File: src/rtl/io_ctrl.sv
// io_ctrl: memory-mapped IO block between the MIPS core and the board.
// Synchronises and debounces BTNL/BTNR, latches the switches when BTNR is
// pressed, holds the 32-bit display word written by the core, and scans that
// word onto the eight seven-segment digits. The core sees a status word with
// the input-ready and output-ready flags, the latched switches and the
// display word.

// io_ctrl_debounce: turns one synchronised button into a clean 1-cycle press
// pulse. The button must disagree with its settled value for CYC consecutive
// cycles before the settled value follows it. Only a settled press (0 -> 1)
// pulses; a settled release does not.
module io_ctrl_debounce #(
  parameter int CYC = 1_000_000
) (
  input  logic clk,
  input  logic reset,
  input  logic sync,
  output logic press
);

  localparam int CW = (CYC > 1) ? $clog2(CYC) : 1;
  localparam logic [CW-1:0] LAST = CW'(CYC - 1);

  logic [CW-1:0] cnt;
  logic          stable;

  // Count disagreement cycles, settle after CYC of them, pulse on a settled press
  always_ff @(posedge clk or posedge reset) begin
    if (reset) begin
      cnt    <= '0;
      stable <= 1'b0;
      press  <= 1'b0;
    end else begin
      press <= 1'b0;
      if (sync == stable) begin
        cnt <= '0;
      end else if (cnt == LAST) begin
        stable <= sync;
        cnt    <= '0;
        press  <= sync;
      end else begin
        cnt <= cnt + 1'b1;
      end
    end
  end

endmodule

module io_ctrl #(
  parameter int DEBOUNCE_CYC = 1_000_000,
  parameter int SCAN_DIV     = 100_000
) (
  input  logic        clk,
  input  logic        reset,
  input  logic        pRead,
  input  logic        pWrite,
  input  logic [1:0]  addr,
  input  logic [31:0] pWriteData,
  output logic [31:0] pReadData,
  input  logic        btnL,
  input  logic        btnR,
  input  logic [15:0] sw,
  output logic [7:0]  an,
  output logic [6:0]  a2g
);

  localparam int SCAN_W = (SCAN_DIV > 1) ? $clog2(SCAN_DIV) : 1;
  localparam logic [SCAN_W-1:0] SCAN_LAST = SCAN_W'(SCAN_DIV - 1);

  logic              btn_l_s1, btn_l_s2;
  logic              btn_r_s1, btn_r_s2;
  logic [15:0]       sw_s1, sw_s2;
  logic              press_l, press_r;
  logic              wr_disp, rd_sw;
  logic [15:0]       sw_reg;
  logic [31:0]       disp_reg;
  logic              in_ready, out_ready;
  logic [SCAN_W-1:0] scan_cnt;
  logic [2:0]        digit;
  logic [7:0]        an_reg;
  logic [3:0]        nibble;

  assign wr_disp = pWrite && (addr == 2'd2);
  assign rd_sw   = pRead && (addr == 2'd1);

  // Two-flop synchronisers for every asynchronous board input
  always_ff @(posedge clk or posedge reset) begin
    if (reset) begin
      btn_l_s1 <= 1'b0;
      btn_l_s2 <= 1'b0;
      btn_r_s1 <= 1'b0;
      btn_r_s2 <= 1'b0;
      sw_s1    <= '0;
      sw_s2    <= '0;
    end else begin
      btn_l_s1 <= btnL;
      btn_l_s2 <= btn_l_s1;
      btn_r_s1 <= btnR;
      btn_r_s2 <= btn_r_s1;
      sw_s1    <= sw;
      sw_s2    <= sw_s1;
    end
  end

  io_ctrl_debounce #(.CYC(DEBOUNCE_CYC)) u_db_l (
    .clk   (clk),
    .reset (reset),
    .sync  (btn_l_s2),
    .press (press_l)
  );

  io_ctrl_debounce #(.CYC(DEBOUNCE_CYC)) u_db_r (
    .clk   (clk),
    .reset (reset),
    .sync  (btn_r_s2),
    .press (press_r)
  );

  // Input side: BTNR latches the switches and raises input-ready; a core read
  // of the switch word drops it, but a press in the same cycle takes priority
  always_ff @(posedge clk or posedge reset) begin
    if (reset) begin
      sw_reg   <= '0;
      in_ready <= 1'b0;
    end else if (press_r) begin
      sw_reg   <= sw_s2;
      in_ready <= 1'b1;
    end else if (rd_sw) begin
      in_ready <= 1'b0;
    end
  end

  // Output side: a core write of the display word drops output-ready (and is
  // always accepted); BTNL raises it unless a write lands in the same cycle
  always_ff @(posedge clk or posedge reset) begin
    if (reset) begin
      disp_reg  <= '0;
      out_ready <= 1'b1;
    end else if (wr_disp) begin
      disp_reg  <= pWriteData;
      out_ready <= 1'b0;
    end else if (press_l) begin
      out_ready <= 1'b1;
    end
  end

  // Digit scan: hold each digit for SCAN_DIV cycles, anode pattern kept in step
  always_ff @(posedge clk or posedge reset) begin
    if (reset) begin
      scan_cnt <= '0;
      digit    <= 3'd0;
      an_reg   <= 8'hFE;
    end else if (scan_cnt == SCAN_LAST) begin
      scan_cnt <= '0;
      digit    <= digit + 3'd1;
      an_reg   <= ~(8'b1 << (digit + 3'd1));
    end else begin
      scan_cnt <= scan_cnt + 1'b1;
    end
  end

  assign an = an_reg;

  // Read mux, combinational on addr so data is valid in the same cycle
  always_comb begin
    pReadData = 32'd0;
    case (addr)
      2'd0:    pReadData = {30'd0, out_ready, in_ready};
      2'd1:    pReadData = {16'd0, sw_reg};
      2'd2:    pReadData = disp_reg;
      default: pReadData = 32'd0;
    endcase
  end

  assign nibble = disp_reg[{digit, 2'b00} +: 4];

  // Hex to active-low segment decode of the nibble for the lit digit
  always_comb begin
    a2g = 7'b1111111;
    case (nibble)
      4'h0: a2g = 7'b0000001;
      4'h1: a2g = 7'b1001111;
      4'h2: a2g = 7'b0010010;
      4'h3: a2g = 7'b0000110;
      4'h4: a2g = 7'b1001100;
      4'h5: a2g = 7'b0100100;
      4'h6: a2g = 7'b0100000;
      4'h7: a2g = 7'b0001111;
      4'h8: a2g = 7'b0000000;
      4'h9: a2g = 7'b0000100;
      4'hA: a2g = 7'b0001000;
      4'hB: a2g = 7'b1100000;
      4'hC: a2g = 7'b0110001;
      4'hD: a2g = 7'b1000010;
      4'hE: a2g = 7'b0110000;
      4'hF: a2g = 7'b0111000;
      default: a2g = 7'b1111111;
    endcase
  end

endmodule

File: config.mk
export PLATFORM = sky130hd
export DESIGN_NAME = io_ctrl
export DESIGN_NICKNAME = d
export VERILOG_FILES = /design/src/rtl/io_ctrl.sv
export SDC_FILE = /design/constraint.sdc
export NUM_CORES = 1
export LEC_CHECK = 0
export ABC_CLOCK_PERIOD_IN_PS = 6100
export CAP_MARGIN = 20
export CELL_PAD_IN_SITES_DETAIL_PLACEMENT = 0
export CELL_PAD_IN_SITES_GLOBAL_PLACEMENT = 2
export CORE_UTILIZATION = 40
export CTS_CLUSTER_DIAMETER = 60
export CTS_CLUSTER_SIZE = 40
export DETAILED_ROUTE_END_ITERATION = 8
export PLACE_DENSITY_LB_ADDON = 0.3
export SLEW_MARGIN = 20
export SYNTH_ARGS = -nofsm -noshare
export SYNTH_HDL_FRONTEND = slang
export SYNTH_HIERARCHICAL = 1
export SYNTH_SLANG_ARGS = --single-unit
File: constraint.sdc
create_clock -name clk -period 6.1 [get_ports clk]
set_input_delay 0.915 -clock clk [delete_from_list [all_inputs] [get_ports clk]]
set_output_delay 0.915 -clock clk [all_outputs]
set_load 0.01 [all_outputs]
After elaboration in Yosys (flattened, before gate mapping)
Memories as Yosys holds them, arrays and structs flattened.
Cells that the tools add are included.
Cells by class
  add/subtract/negate cells: 4
  equality and inequality tests: 7
  shift operators: 2
  muxes and demuxes: 14
  bitwise logic cells: 3
  reductions and logical operators: 7
Operators by type and width (count)
  case mux 32 bit (3 select lines): 1
  2-to-1 mux 20 bit: 4
  adder 20 x 1 -> 20 bit (second input constant): 2
  == test 20 bit (second input constant): 2
  indexed part select 32 x 6 -> 4 bit: 1
  adder 17 x 1 -> 17 bit (second input constant): 1
  == test 17 bit (second input constant): 1
  2-to-1 mux 17 bit: 1
  2-to-1 mux 1 bit: 8
  inverter 8 bit: 1
  left shift 1 x 3 -> 8 bit (first input constant): 1
  AND reduction 2 bit: 2
  nonzero test 2 bit: 2
  adder 3 x 1 -> 3 bit (second input constant): 1
  == test 1 bit: 2
  == test 2 x 1 -> 1 bit (second input constant): 1
  == test 2 bit (second input constant): 1
  logical AND 1 bit: 2
  logical NOT 2 bit: 1
  inverter 1 bit: 2
Word-level totals
  register bits after elaboration: 158
  bits in read-only memories: 112
  bits of input ports: 56
  output and inout port bits: 47
  memories kept: 1
Memories
  (name not given): depth 16, width 7, read ports 1, clocked after memory_dff 0, wr ports 0, RTL line 180  | case (nibble)

Logic depth before layout (Yosys ltp)
Gate-level depths: netlist of the first run.
  depth in word-level cells: 4
  mapped depth: 8
  mapped depth without buffers: 7

Modules after synthesis
The synthesis of the first run kept the hierarchy.
By module, submodules not included
  io_ctrl: times used 1, cells each 347, area each 4924.7 µm², seq. area each 2862.7 µm²
  io_ctrl_debounce: times used 2, cells each 106, area each 1138.6 µm², seq. area each 550.5 µm²

Worst setup path before layout of the first run
No wires, ideal clock.
  path type: flip-flop to output port
  start point: register digit[1]
  end point: output a2g[6]
  arrival: 2.274 ns
  data required time: 5.185 ns
  path slack: 2.911 ns
  cell stages (with the launch flop): 8
  buffers on the path: 1
  cell sequence: dfrtp_1 buf_6 mux4_1 mux2i_1 inv_1 ha_1 and3_1 a211o_1
On the way
  word-level cells in the longest chain between the ends: 2
Ends and longest elaborated chain
  start: declaration: RTL line 79  | logic [2:0] digit;
  start signal: assignment: RTL line 155  | digit <= digit + 3'd1;
  indexed part select 32 x 6 -> 4 bit: RTL line 175  | assign nibble = disp_reg[{digit, 2'b00} +: 4];
  memory (16 x 7 bit)
  end: declaration: RTL line 64  | output logic [6:0] a2g
Every way passes these cells.

Worst setup path in the final report of the first run
  start point: register digit[1]
  end point: output a2g[2]
Same word-level chain as after synthesis.

==> impl_metrics.yaml, run 1 <==
status:
  status: "finished clean"
yosys:
  synth_ff_type: "dfrtp_1"
  synth_top_area_share_pct: 52.1
  synth_warnings: 6
  syn_avg_cell_area_um2: 12.9
  synth-seq-cells: 158
  synth_edf_count: 0
  synth.area.top_cells: "dfrtp_1 52%, mux2_2 9.2%, dfstp_2 2.9%, xnor2_1 2.8%, xor2_1 2.8%"
  async_reset_ff_share_pct: 100
  synth_nets: 629
  synth_seq_area_share_pct: 55.0
  syn_inst: 559
  synth_area_mm2: 0.00720
  yosysTopAreaCell: "dfrtp_1"
  synth.distinct_cells: 50
floorplanning:
  row_count: 48
  dieWidth_um: 136
  core_area_mm2: 0.0174
  die_h_um: 136
  ios: 103
  start_util_pct: 41.4
  die_area_mm2: 0.0185
power:
  p_int_uw: 1940
  comb_power_share_pct: 11.7
  p_seq_share_pct: 45.1
  switching_share_pct: 23.8
  total_power_uw: 2540
  p_sw_uw: 604
  clockPowerShare_pct: 43.2
  p_leak_uw: 0.00388
  peakVddDrop_mv: 0.185
  powerDensity_mw_per_mm2: 281
timing:
  slew_violations: 0
  fin_crit_sh_pct: 75.4
  finalHoldViolations: 0
  rsz0062_at_grt: "no"
  maxSlewHeadroom_pct: 31.3
  period_minus_slack_ps: 4600
  skew_ps: 12.3
  fmax_mhz: 217
  setup_viol: 0
  tightest_slew_ps: 1030
  setup_tns_ps: 0
clock_tree:
  tritoncts: "yes"
  numCtsBuffers: 17
  cts_resized: 0
  clkTransAtPathRegs_ps: 60
  clock-sinks: 158
  ctsHoldBuffers: 0
  cts-root-buf: "clkbuf_16"
  ctsLongestPathBuffers: 2
  post_cts_buffers: 0
  clk_latency_ps: 420
  ctsHtreeMaxLevel: 4
route:
  vias: 4679
  drc: 0
  wl_um: 15500
  vias_per_cell: 5.18
  dr.pass1.iters: 4
  routedWlPerCell_um: 17.2
  drt_iter0_markers: 250
  ant_nets: 0
setup_path:
  worst_r2r_startpoint: "scan_cnt[12]"
  start_kind: "flip-flop"
  cp_max_fo: 13
  worstPathRequired_ps: 5180
  cp_data_arrival_time_ps: 3680
  reg2reg_depth: 4
  end_kind: "output pin"
  criticalPathCategory: "flip-flop to output pin"
  critPathLaunch: "digit[1]"
final_layout:
  post_layout_nonfiller_instances: 903
  fin_nets: 734
  drive_gt1_share_pct: 19.1
  final_cell_area_mm2: 0.00906
  synthToLayoutAreaGrowth_pct: 25.9
  final_cell_mix: "150 x dfrtp_1, 102 x clkdlybuf4s50_1, 59 x mux2_2"
  layout_commonest_cell: "dfrtp_1"
  largest_register_ffs: 32
  num-fill-cells: 1536
placement:
  port_buffers: 102
  place_area_mm2: 0.00841
  gp_congestion: 0.842
  dpl.hpwl_um: 11100
  dp.cells: 869
min_path:
  min-delay-start: "sw_s1[10]"
  whs_path_depth: 0
  min_path_type: "flip-flop to flip-flop"
global_route:
  antenna_found_initial: 0
  grt_overflow: 0
  gr-usage-all-layers_pct: 18.1
  grt_pass1_wl_um: 25200
  grt_pass1_vias: 4738
  grt_start_max_net_pins: 80
flow_run:
  max_cap_violations: 0
[metal layers]
layer / GRT usage, % / routed length (um) / up-vias / share of wire (%)
met2: 29.6 / 7840 / 101 / 50
li1: - / - / 2213 / -
met1: 23.8 / 6840 / 2352 / 44
met4: 6.48 / 235 / 0 / 1.5
met3: 3.62 / 606 / 13 / 3.9
met5: 0 / 0 / - / 0
[area by class of cell]
type	instances	area [um^2]	area share, %
multi-input combinational	368	3070	33.9
sequential	158	3960	43.7
clock buffer	18	439	4.85
inverter	13	51.3	0.566
tap	225	282	3.11
timing repair buffer	106	1070	11.8
clock inverter	14	183	2.02
antenna	1	2.50	0.0276
[worst paths after layout]
check | to | slack (ps)
worst max-delay path | a2g[2] | 1500
worst min-delay path | sw_s2[10] | 350
worst max register to register | an[0] | 3570
worst min register to register | sw_s2[10] | 350
max in group asynchronous | disp_reg[21] | 4370
min in group asynchronous | disp_reg[11] | 930
[cells in the mapped netlist (4+ instances only)]
library cell,instances
dfrtp_1,150
mux2_2,59
nor2_1,40
nand2_1,27
xnor2_1,23
xor2_1,23
nand3_1,19
and2_1,16
a22o_1,15
ha_1,14
inv_1,13
a21oi_1,12
mux2i_1,12
and3_1,9
and4_1,9
clkbuf_1,8
dfstp_2,8
nand4_1,8
o21ai_0,7
o31ai_1,7
mux4_1,6
or4_1,6
nor3_1,5
or3_1,5
buf_1,4
buf_6,4
nand3_2,4
nand4_2,4
nor4_2,4
[critical path: stages (launching register included)]
cell	delay, ps
dfrtp_1	740
mux4_1	660
mux2i_1	450
inv_1	160
ha_1	210
mux2_2	250
o21ai_0	210
clkdlybuf4s50_1	580
[stage by stage]
stage | util [%] | hold WS, ps | worst slack, ps
floorplan | - | 331 | 2180
global placement | 48.3 | 332 | 2000
detailed placement | 48.3 | 335 | 1900
CTS | 51.8 | 349 | 1470
global route | 52.0 | 355 | 1200
finish | 52.0 | 347 | 1500
[power groups by stage]
stage / Sequential, uW / Combinational (uW) / Clock, uW
after global placement: 1170 / 291 / 0
after floorplan: 1140 / 174 / 0
after detailed placement: 1170 / 298 / 0
after global routing: 1150 / 327 / 1170
after CTS: 1150 / 299 / 1130
final: 1150 / 297 / 1100
[cell families after synthesis]
group,Yosys count,share of synthesized area (%)
multiplexers,83,14.7
flip-flops,158,55.0
AO/OA/AOI/OAI,48,5.19
adder cells (fa/ha/maj),14,2.43
XOR/XNOR,46,5.59
AND/OR/NAND/NOR,177,14.6
buffers and inverters,33,2.41
Note: power is estimated with default switching activity, not from simulation.
==> run 2, diff against run 1 <==
- ABC_CLOCK_PERIOD_IN_PS: 6100 -> 4250
- CORE_UTILIZATION: 40 -> 37
- clock period: 6.1 -> 4.25 ns (I/O delays scaled with it)
==> run 2 against run 1 <==
- total power up 37%
- worst setup slack lost 1300 ps
- count of clock-buffer cells in the layout stayed put
- critical path depth is the same
- largest cell class unchanged
- highest routed layer unchanged
==> impl_metrics.yaml, run 2 (same netlist as run 1, synthesis figures left out) <==
clock_tree:
  ctsHtreeMaxLevel: 4
  clk_latency_ps: 430
  post_cts_buffers: 0
  numCtsBuffers: 17
  tritoncts: "yes"
  cts-root-buf: "clkbuf_16"
  clock-sinks: 158
  ctsLongestPathBuffers: 2
  clkTransAtPathRegs_ps: 70
  ctsHoldBuffers: 0
setup_path:
  r2r_end: "digit[1]"
  crit_family: "multiplexers"
  crit_chain: "mux4_1, mux2i_1, inv_1, ha_1, mux2_2, o21ai_0, clkdlybuf4s50_1"
  crit_buf_inv: 2
  reg2reg_depth: 4
  slowest_stage: "mux4_1"
  reg2reg_slack_ps: 1710
  cp_slowest_stage_delay_ps: 610
  cp_max_fo: 13
  worstPathRequired_ps: 3610
  start_kind: "flip-flop"
  worst_r2r_startpoint: "scan_cnt[12]"
  criticalPathCategory: "flip-flop to output pin"
  cp_data_arrival_time_ps: 3390
  end_kind: "output pin"
floorplanning:
  dieWidth_um: 142
  die_h_um: 142
  die_area_mm2: 0.0200
  row_count: 50
  core_area_mm2: 0.0189
  ios: 103
  start_util_pct: 38.1
timing:
  fin_crit_sh_pct: 94.7
  finalHoldViolations: 0
  maxSlewHeadroom_pct: 30.3
  skew_ps: 9.93
  setup_tns_ps: 0
  tightest_slew_ps: 1040
  period_minus_slack_ps: 4030
  rsz0062_at_grt: "no"
  fmax_mhz: 248
  setup_viol: 0
  worst_hold_slack_ps: 346
  slew_violations: 0
  timing.final.ws_setup_ps: 225
min_path:
  min-delay-start: "sw_s1[7]"
  whs_path_depth: 0
  min_path_type: "flip-flop to flip-flop"
  hold_end: "sw_s2[7]"
placement:
  gp_congestion: 0.808
  dpl.hpwl_um: 10700
  post-place-ws_ps: 414
  port_buffers: 102
  dp.cells: 905
route:
  vias_per_cell: 4.94
  dr.pass1.iters: 4
  drc: 0
  routedWlPerCell_um: 16.1
  vias: 4631
  ant_nets: 0
  drt_iter0_markers: 222
  wl_um: 15100
final_layout:
  drive_gt1_share_pct: 19.4
  post-route-util_pct: 47.8
  final_cell_mix: "148 x dfrtp_1, 102 x clkdlybuf4s50_1, 59 x mux2_2"
  num-fill-cells: 1746
  post_layout_nonfiller_instances: 938
  largest_register_ffs: 32
  fin_nets: 734
  synthToLayoutAreaGrowth_pct: 25.4
  layout_commonest_cell: "dfrtp_1"
status:
  status: "finished clean"
flow_run:
  max_cap_violations: 0
global_route:
  grt_overflow: 0
  grt_pass1_vias: 4728
  grt_start_max_net_pins: 73
  grt_pass1_wl_um: 25200
  antenna_found_initial: 0
  gr-usage-all-layers_pct: 16.3
power:
  p_leak_uw: 0.00383
  peakVddDrop_mv: 0.303
  powerDensity_mw_per_mm2: 386
## run 2: cell types whose count changed in the layout (fill, tap and decap cells not counted), sizes merged
cell / previous run / this run
clkinv: 6 / 3
clkinvlp: 1 / 4
inv: 17 / 20
bufinv: 3 / 0
## run 2: final cells by class
cell class / count / area [um^2] / share of cell area (%)
diodes: 1 / 2.50 / 0.0277
clock buffers: 18 / 429 / 4.75
clock inverters: 14 / 125 / 1.39
inverters: 13 / 51.3 / 0.568
multi-input cells: 368 / 3070 / 34.0
flip-flops and latches: 158 / 3970 / 43.9
well taps: 260 / 325 / 3.60
repair buffers: 106 / 1060 / 11.8
## run 2: stage by stage
step	total power [uW]	instance area, um^2
floorplan	1890	7200
global placement	2090	8470
detailed placement	2100	8470
CTS	3540	9030
global route	3650	9030
finish	3490	9030
## run 2: worst max-delay path by stage
stage	start	to	slack, ps	cells past startpoint
final	digit[1]	a2g[2]	220	7
after global routing	digit[1]	a2g[2]	20	7
after global placement	digit[0]	a2g[6]	570	7
after CTS	digit[1]	a2g[6]	1	7
after floorplan	reset	an[0]	610	1
after detailed placement	digit[0]	a2g[6]	410	7
## run 2: timing repair
item | 4_1_cts | 5_1_grt
resized for setup | 1 | 2
hold endpoints to repair | 0 | 0
pin swaps | 0 | 0
endpoints found under the setup margin | 2 | 6
## run 2: worst register-to-register path, stage by stage (launching register included)
cell	delay, ps
dfrtp_1	400
or4b_1	520
nor4_1	360
and3_1	730
mux2_2	410
## run 2: per-layer routing
metal / GRT usage [%] / wire [um] / up-vias / share of wire [%]
met5: 0 / 0 / - / 0
met4: 5.26 / 203 / 0 / 1.3
met3: 3.95 / 598 / 20 / 4.0
met2: 26.1 / 7230 / 84 / 48
met1: 22.0 / 7050 / 2309 / 47
li1: - / - / 2218 / -
## run 2: power by group
part           leakage (uW)  total [uW]  internal [uW]  switching, uW
registers           0.00200        1640           1580           51.6
logic               0.00157         430            245            185
clock network      0.000260        1420            767            655
total               0.00383        3490           2600            892
